[src/rtl/vga_pkg.sv]
// VGA 640x480@60 timing constants, frame-buffer geometry and shared sync types.
// Latency: n/a (package only).
// Backpressure: n/a (package only).
package vga_pkg;

  // Horizontal timing in pixel clocks
  localparam int H_DISP  = 640;
  localparam int H_FP    = 16;
  localparam int H_SYNC  = 96;
  localparam int H_BP    = 48;
  localparam int H_TOTAL = H_DISP + H_FP + H_SYNC + H_BP;   // 800

  // Vertical timing in lines
  localparam int V_DISP  = 480;
  localparam int V_FP    = 10;
  localparam int V_SYNC  = 2;
  localparam int V_BP    = 33;
  localparam int V_TOTAL = V_DISP + V_FP + V_SYNC + V_BP;   // 525

  // Frame buffer is the visible area downscaled by 2 in each axis
  localparam int FB_W = 320;
  localparam int FB_H = 240;

  localparam int CNT_W  = 10;
  localparam int ADDR_W = 17;

  // Per-pixel control outputs, kept together so they are registered as one word
  typedef struct packed {
    logic hsync;
    logic vsync;
    logic valid;
    logic frame_start;
  } sync_t;

  // Syncs idle high, nothing visible, no frame marker
  localparam sync_t SYNC_IDLE = '{hsync: 1'b1, vsync: 1'b1, valid: 1'b0, frame_start: 1'b0};

endpackage

[src/rtl/vga_addr_gen.sv]
// Maps a raster position to a 320x240 frame-buffer address (2x2 pixel replication).
// Latency: combinational; the caller registers the result alongside the counters.
// Backpressure: none, pure function of its inputs.
module vga_addr_gen
  import vga_pkg::*;
(
  input  logic [CNT_W-1:0]  i_h_nxt,
  input  logic [CNT_W-1:0]  i_v_nxt,
  input  logic              i_valid_nxt,
  output logic [ADDR_W-1:0] o_addr
);

  logic [ADDR_W-1:0] w_col;
  logic [ADDR_W-1:0] w_row;
  logic [ADDR_W-1:0] w_row_x256;
  logic [ADDR_W-1:0] w_row_x64;
  logic [ADDR_W-1:0] w_sum;

  // col + row*320, with 320 = 256 + 64 so only shifts and adds are used.
  // Every term is widened to 17 bits before summing; even outside the
  // visible area the raw sum stays below 2^17, so nothing wraps.
  always_comb begin
    w_col      = ADDR_W'(i_h_nxt >> 1);
    w_row      = ADDR_W'(i_v_nxt >> 1);
    w_row_x256 = w_row << 8;
    w_row_x64  = w_row << 6;
    w_sum      = w_col + w_row_x256 + w_row_x64;
    o_addr     = i_valid_nxt ? w_sum : '0;
  end

endmodule

[src/rtl/vga_controller.sv]
// VGA raster generator: pixel/line counters, active-low syncs, visible flag, frame marker, FB address.
// Latency: all outputs registered from next-state counts, so they align with h_cnt/v_cnt in the same cycle.
// Backpressure: none; free-running on the pixel clock.
module vga_controller #(
  parameter int H_DISP = vga_pkg::H_DISP,
  parameter int H_FP   = vga_pkg::H_FP,
  parameter int H_SYNC = vga_pkg::H_SYNC,
  parameter int H_BP   = vga_pkg::H_BP,
  parameter int V_DISP = vga_pkg::V_DISP,
  parameter int V_FP   = vga_pkg::V_FP,
  parameter int V_SYNC = vga_pkg::V_SYNC,
  parameter int V_BP   = vga_pkg::V_BP
) (
  input  logic                         clk,
  input  logic                         rst_n,
  output logic                         hsync,
  output logic                         vsync,
  output logic                         valid,
  output logic [vga_pkg::CNT_W-1:0]    h_cnt,
  output logic [vga_pkg::CNT_W-1:0]    v_cnt,
  output logic                         frame_start,
  output logic [vga_pkg::ADDR_W-1:0]   pixel_addr
);
  import vga_pkg::*;

  localparam int H_TOT  = H_DISP + H_FP + H_SYNC + H_BP;
  localparam int V_TOT  = V_DISP + V_FP + V_SYNC + V_BP;
  localparam int HS_BEG = H_DISP + H_FP;
  localparam int HS_END = HS_BEG + H_SYNC - 1;
  localparam int VS_BEG = V_DISP + V_FP;
  localparam int VS_END = VS_BEG + V_SYNC - 1;

  logic [CNT_W-1:0]  r_h_cnt;
  logic [CNT_W-1:0]  r_v_cnt;
  logic [CNT_W-1:0]  w_h_nxt;
  logic [CNT_W-1:0]  w_v_nxt;
  logic              w_h_wrap;
  logic              w_v_wrap;
  sync_t             r_sync;
  sync_t             w_sync_nxt;
  logic [ADDR_W-1:0] w_addr_nxt;
  logic [ADDR_W-1:0] r_pixel_addr;

  // Next raster position: column always advances, line advances on column wrap
  always_comb begin
    w_h_wrap = (r_h_cnt == CNT_W'(H_TOT - 1));
    w_v_wrap = (r_v_cnt == CNT_W'(V_TOT - 1));
    w_h_nxt  = w_h_wrap ? '0 : r_h_cnt + CNT_W'(1);
    w_v_nxt  = r_v_cnt;
    if (w_h_wrap) begin
      w_v_nxt = w_v_wrap ? '0 : r_v_cnt + CNT_W'(1);
    end
  end

  // Decode sync/visible/frame flags from the position about to be registered
  always_comb begin
    w_sync_nxt             = SYNC_IDLE;
    w_sync_nxt.hsync       = !((w_h_nxt >= CNT_W'(HS_BEG)) && (w_h_nxt <= CNT_W'(HS_END)));
    w_sync_nxt.vsync       = !((w_v_nxt >= CNT_W'(VS_BEG)) && (w_v_nxt <= CNT_W'(VS_END)));
    w_sync_nxt.valid       = (w_h_nxt < CNT_W'(H_DISP)) && (w_v_nxt < CNT_W'(V_DISP));
    w_sync_nxt.frame_start = (w_h_nxt == '0) && (w_v_nxt == '0);
  end

  vga_addr_gen u_addr_gen (
    .i_h_nxt     (w_h_nxt),
    .i_v_nxt     (w_v_nxt),
    .i_valid_nxt (w_sync_nxt.valid),
    .o_addr      (w_addr_nxt)
  );

  // Counters and outputs share one register stage. Reset parks the counters on
  // the last pixel of the frame so the first edge after release lands on (0,0);
  // syncs reset straight to their idle-high level, so reset never pulses them low.
  always_ff @(posedge clk or negedge rst_n) begin
    if (!rst_n) begin
      r_h_cnt      <= CNT_W'(H_TOT - 1);
      r_v_cnt      <= CNT_W'(V_TOT - 1);
      r_sync       <= SYNC_IDLE;
      r_pixel_addr <= '0;
    end else begin
      r_h_cnt      <= w_h_nxt;
      r_v_cnt      <= w_v_nxt;
      r_sync       <= w_sync_nxt;
      r_pixel_addr <= w_addr_nxt;
    end
  end

  assign h_cnt       = r_h_cnt;
  assign v_cnt       = r_v_cnt;
  assign hsync       = r_sync.hsync;
  assign vsync       = r_sync.vsync;
  assign valid       = r_sync.valid;
  assign frame_start = r_sync.frame_start;
  assign pixel_addr  = r_pixel_addr;

endmodule

[config.mk]
export PLATFORM = sky130hd
export DESIGN_NAME = vga_controller
export DESIGN_NICKNAME = d
export VERILOG_FILES = /design/src/rtl/vga_pkg.sv /design/src/rtl/vga_addr_gen.sv /design/src/rtl/vga_controller.sv
export SDC_FILE = /design/constraint.sdc
export NUM_CORES = 1
export LEC_CHECK = 0
export ABC_AREA = 0
export BUFFER_PORTS_ARGS = -buffer_cell sky130_fd_sc_hd__buf_2
export CAP_MARGIN = 0
export CORE_UTILIZATION = 35
export CTS_CLUSTER_SIZE = 14
export DETAILED_ROUTE_END_ITERATION = 8
export REMOVE_ABC_BUFFERS = 1
export SYNTH_ARGS = -nofsm -noshare
export SYNTH_HDL_FRONTEND = slang
export SYNTH_SLANG_ARGS = --single-unit
[constraint.sdc]
create_clock -name clk -period 5.8 [get_ports clk]
set_input_delay 0.87 -clock clk [delete_from_list [all_inputs] [get_ports clk]]
set_output_delay 0.87 -clock clk [all_outputs]
set_load 0.02 [all_outputs]
==> flow_metrics.tcl <==
set metrics [dict create \
    pre_cts_slack_ps 1040 \
    ys.warnings.count 0 \
    path_cells "ha_1 > nand4_1 > or3_2 > or4_1 > o21ai_2 > xor2_1 > ha_1 > ha_1 > a211oi_1 > nor2_1 > or4b_2 > and3_1 > o21ai_0 > a21oi_1" \
    p_per_area_nw_per_um2 191 \
    synth_cell_types 47 \
    vias 1899 \
    dpl.hpwl_mm 3.78 \
    htree_levels 2 \
    status "complete, no violations" \
    postCtsSetupBuffers 0 \
    arrival_ps 4980 \
    required_ps 5940 \
    slowest_delay_ps 670 \
    setup_viol 0 \
    cts-resized-gates 0 \
    dieArea_um2 7240 \
    r2r-start "h_cnt[0]$_DFF_PN1_" \
    rows 29 \
    track_usage_pct 15.8 \
    wl_per_cell_um 14.1 \
    grt_max_degree 42 \
    layout_common_cells "42 x buf_2, 29 x dfrtp_1, 26 x nor2_1, 22 x ha_1, 17 x nand2_1" \
    max_slew.worst_pin.slew_ps 887 \
    yosysSeqAreaShare_pct 43.1 \
    p_leak_nw 1.39 \
    cts-buffers-inserted 5 \
    path_buf_inv 0 \
    synthFlopType "dfrtp_1" \
    drt-total-wl_mm 5.16 \
    maxCapViolCount 0 \
    synth_edf_count 0 \
    clock_latency_ps 300 \
    grt.overflow.total 0 \
    async_flop_share_pct 100 \
    min_from "h_cnt[0]$_DFF_PN1_" \
    cts.sinks 41 \
    hp-class "reg2reg" \
    drt_pass1_iterations 4 \
    gp_congestion 0.866 \
    grt_pass1_wl_mm 9.01 \
    initial_core_util_pct 37.2 \
    clk_pin_slew_ps 80 \
    antenna_found_initial 0 \
    drive_above_1_share_pct 23.9 \
    antenna_left 0 \
    finalHoldViolCount 0 \
    port_buffers 42 \
    vdd.ir_drop.worst_uv 81.8 \
    fmax_mhz 207 \
    synthCells 248 \
    period_minus_slack_ps 4840 \
    coreArea_um2 6490 \
    cts_tree "yes" \
    path_class "reg2reg" \
    avgSynthCellArea_um2 9.74 \
    num_antenna_cells 0 \
    multi_input_area_um2 1280 \
    viasPerCell 5.19 \
    grt_pass1_vias 1782 \
    final.setup.tns_ps 0 \
    syn_to_final_growth_pct 15.7 \
    worstPathMaxFanout 9 \
    r2r_slack_ps 960 \
    total_power_mw 0.535 \
    setup_slack_ps 964 \
    synthesis.area_um2 2410 \
    die_x_um 85.1 \
    crit_path_end_kind "flip-flop" \
    cp-start-kind "flip-flop" \
    cts_max_path_buffers 2 \
    hold_buffers 0 \
    final_nets 313 \
    worstSetupStartpoint "h_cnt[0]$_DFF_PN1_" \
    slew_headroom_pct 40.9 \
    drcViolationCount 0 \
    post-route-period-util_pct 83.4 \
    final_common_cell "buf_2" \
    nFillCells 646 \
    slew_violations 0 \
    drt_iter0_drc 161 \
    grt_setup_unrepaired "false" \
    die_h_um 85.1 \
    pin_count 43 \
    cp_common_cell "ha_1" \
    slowest_stage "or3_2" \
    seq_area_um2 1040 \
    root_buffer "clkbuf_8" \
    fin_skew_ps 4.72 \
    ys_seq_elements 41 \
    critPathTopFamily "simple AND/OR/NAND/NOR gates" \
]
final cells by class:
class | count | share of cell area (%)
inverters | 11 | 1.48
clock inverters | 2 | 1.34
multi-input cells | 186 | 45.7
clock buffers | 6 | 2.96
repair buffers | 43 | 7.79
flip-flops and latches | 41 | 37.3
well taps | 77 | 3.45
synthesized netlist by cell type, types with 5 or more instances:
master / count / area, um2
dfrtp_1: 29 / 726
nor2_1: 26 / 97.6
ha_1: 22 / 275
nand2_1: 17 / 63.8
o21ai_0: 15 / 75.1
dfstp_2: 12 / 315
inv_1: 11 / 41.3
nor3_1: 11 / 55.1
nand3_1: 10 / 50.1
xor2_1: 10 / 87.6
xnor2_1: 9 / 78.8
a21oi_1: 7 / 35.0
a21o_1: 5 / 37.5
buf_2: 5 / 25.0
nand4_1: 5 / 31.3
routing by layer:
layer	part of all wire (%)	GRT usage (%)	vias to the layer above
met5	0	0	-
met4	1.4	5.70	0
met3	3.7	3.11	4
met2	45	23.0	33
met1	50	23.3	906
li1	-	-	956
report_power, final:
group,internal [mW],total [mW],switching (mW)
Combinational,0.000244,0.00544,0.00519
Clock,0.140,0.243,0.103
Sequential,0.286,0.286,0
logic make-up after synthesis:
| group | after synthesis | synth area share, % |
|---|---|---|
| and+or+nand+nor | 99 | 21.6 |
| AOI/OAI and AO/OA | 43 | 11.3 |
| DFF | 41 | 43.1 |
| adders and majority gates | 23 | 12.2 |
| buffers and inverters | 21 | 3.99 |
| xor gates and xnor gates | 19 | 6.89 |
| muxes | 2 | 0.881 |
state kept, by name (all words and copies together), names as in the netlist:
signal	count
hsync	1
v_cnt	10
pixel_addr	17
frame_start	1
h_cnt	10
vsync	1
valid	1
through the flow:
step | util [%] | instance area [um2] | std cells | hold slack (ps)
4_1_cts | 43.0 | 2790 | 366 | 536
6_report | 43.0 | 2790 | 366 | 529
3_3_place_gp | 41.2 | 2670 | 358 | 515
2_1_floorplan | - | 2360 | 238 | 543
3_5_place_dp | 41.2 | 2670 | 358 | 515
5_1_grt | 43.0 | 2790 | 366 | 552
final timing paths:
path                                            end  depth (start not counted)
setup / recovery           pixel_addr[16]$_DFF_PN0_                         14
max in group asynchronous   pixel_addr[2]$_DFF_PN0_                          1
min in group asynchronous  pixel_addr[10]$_DFF_PN0_                          1
setup reg to reg           pixel_addr[16]$_DFF_PN0_                         14
hold reg to reg                  h_cnt[0]$_DFF_PN1_                          1
hold / removal                   h_cnt[0]$_DFF_PN1_                          1
Note: power is estimated with default switching activity, not from simulation.
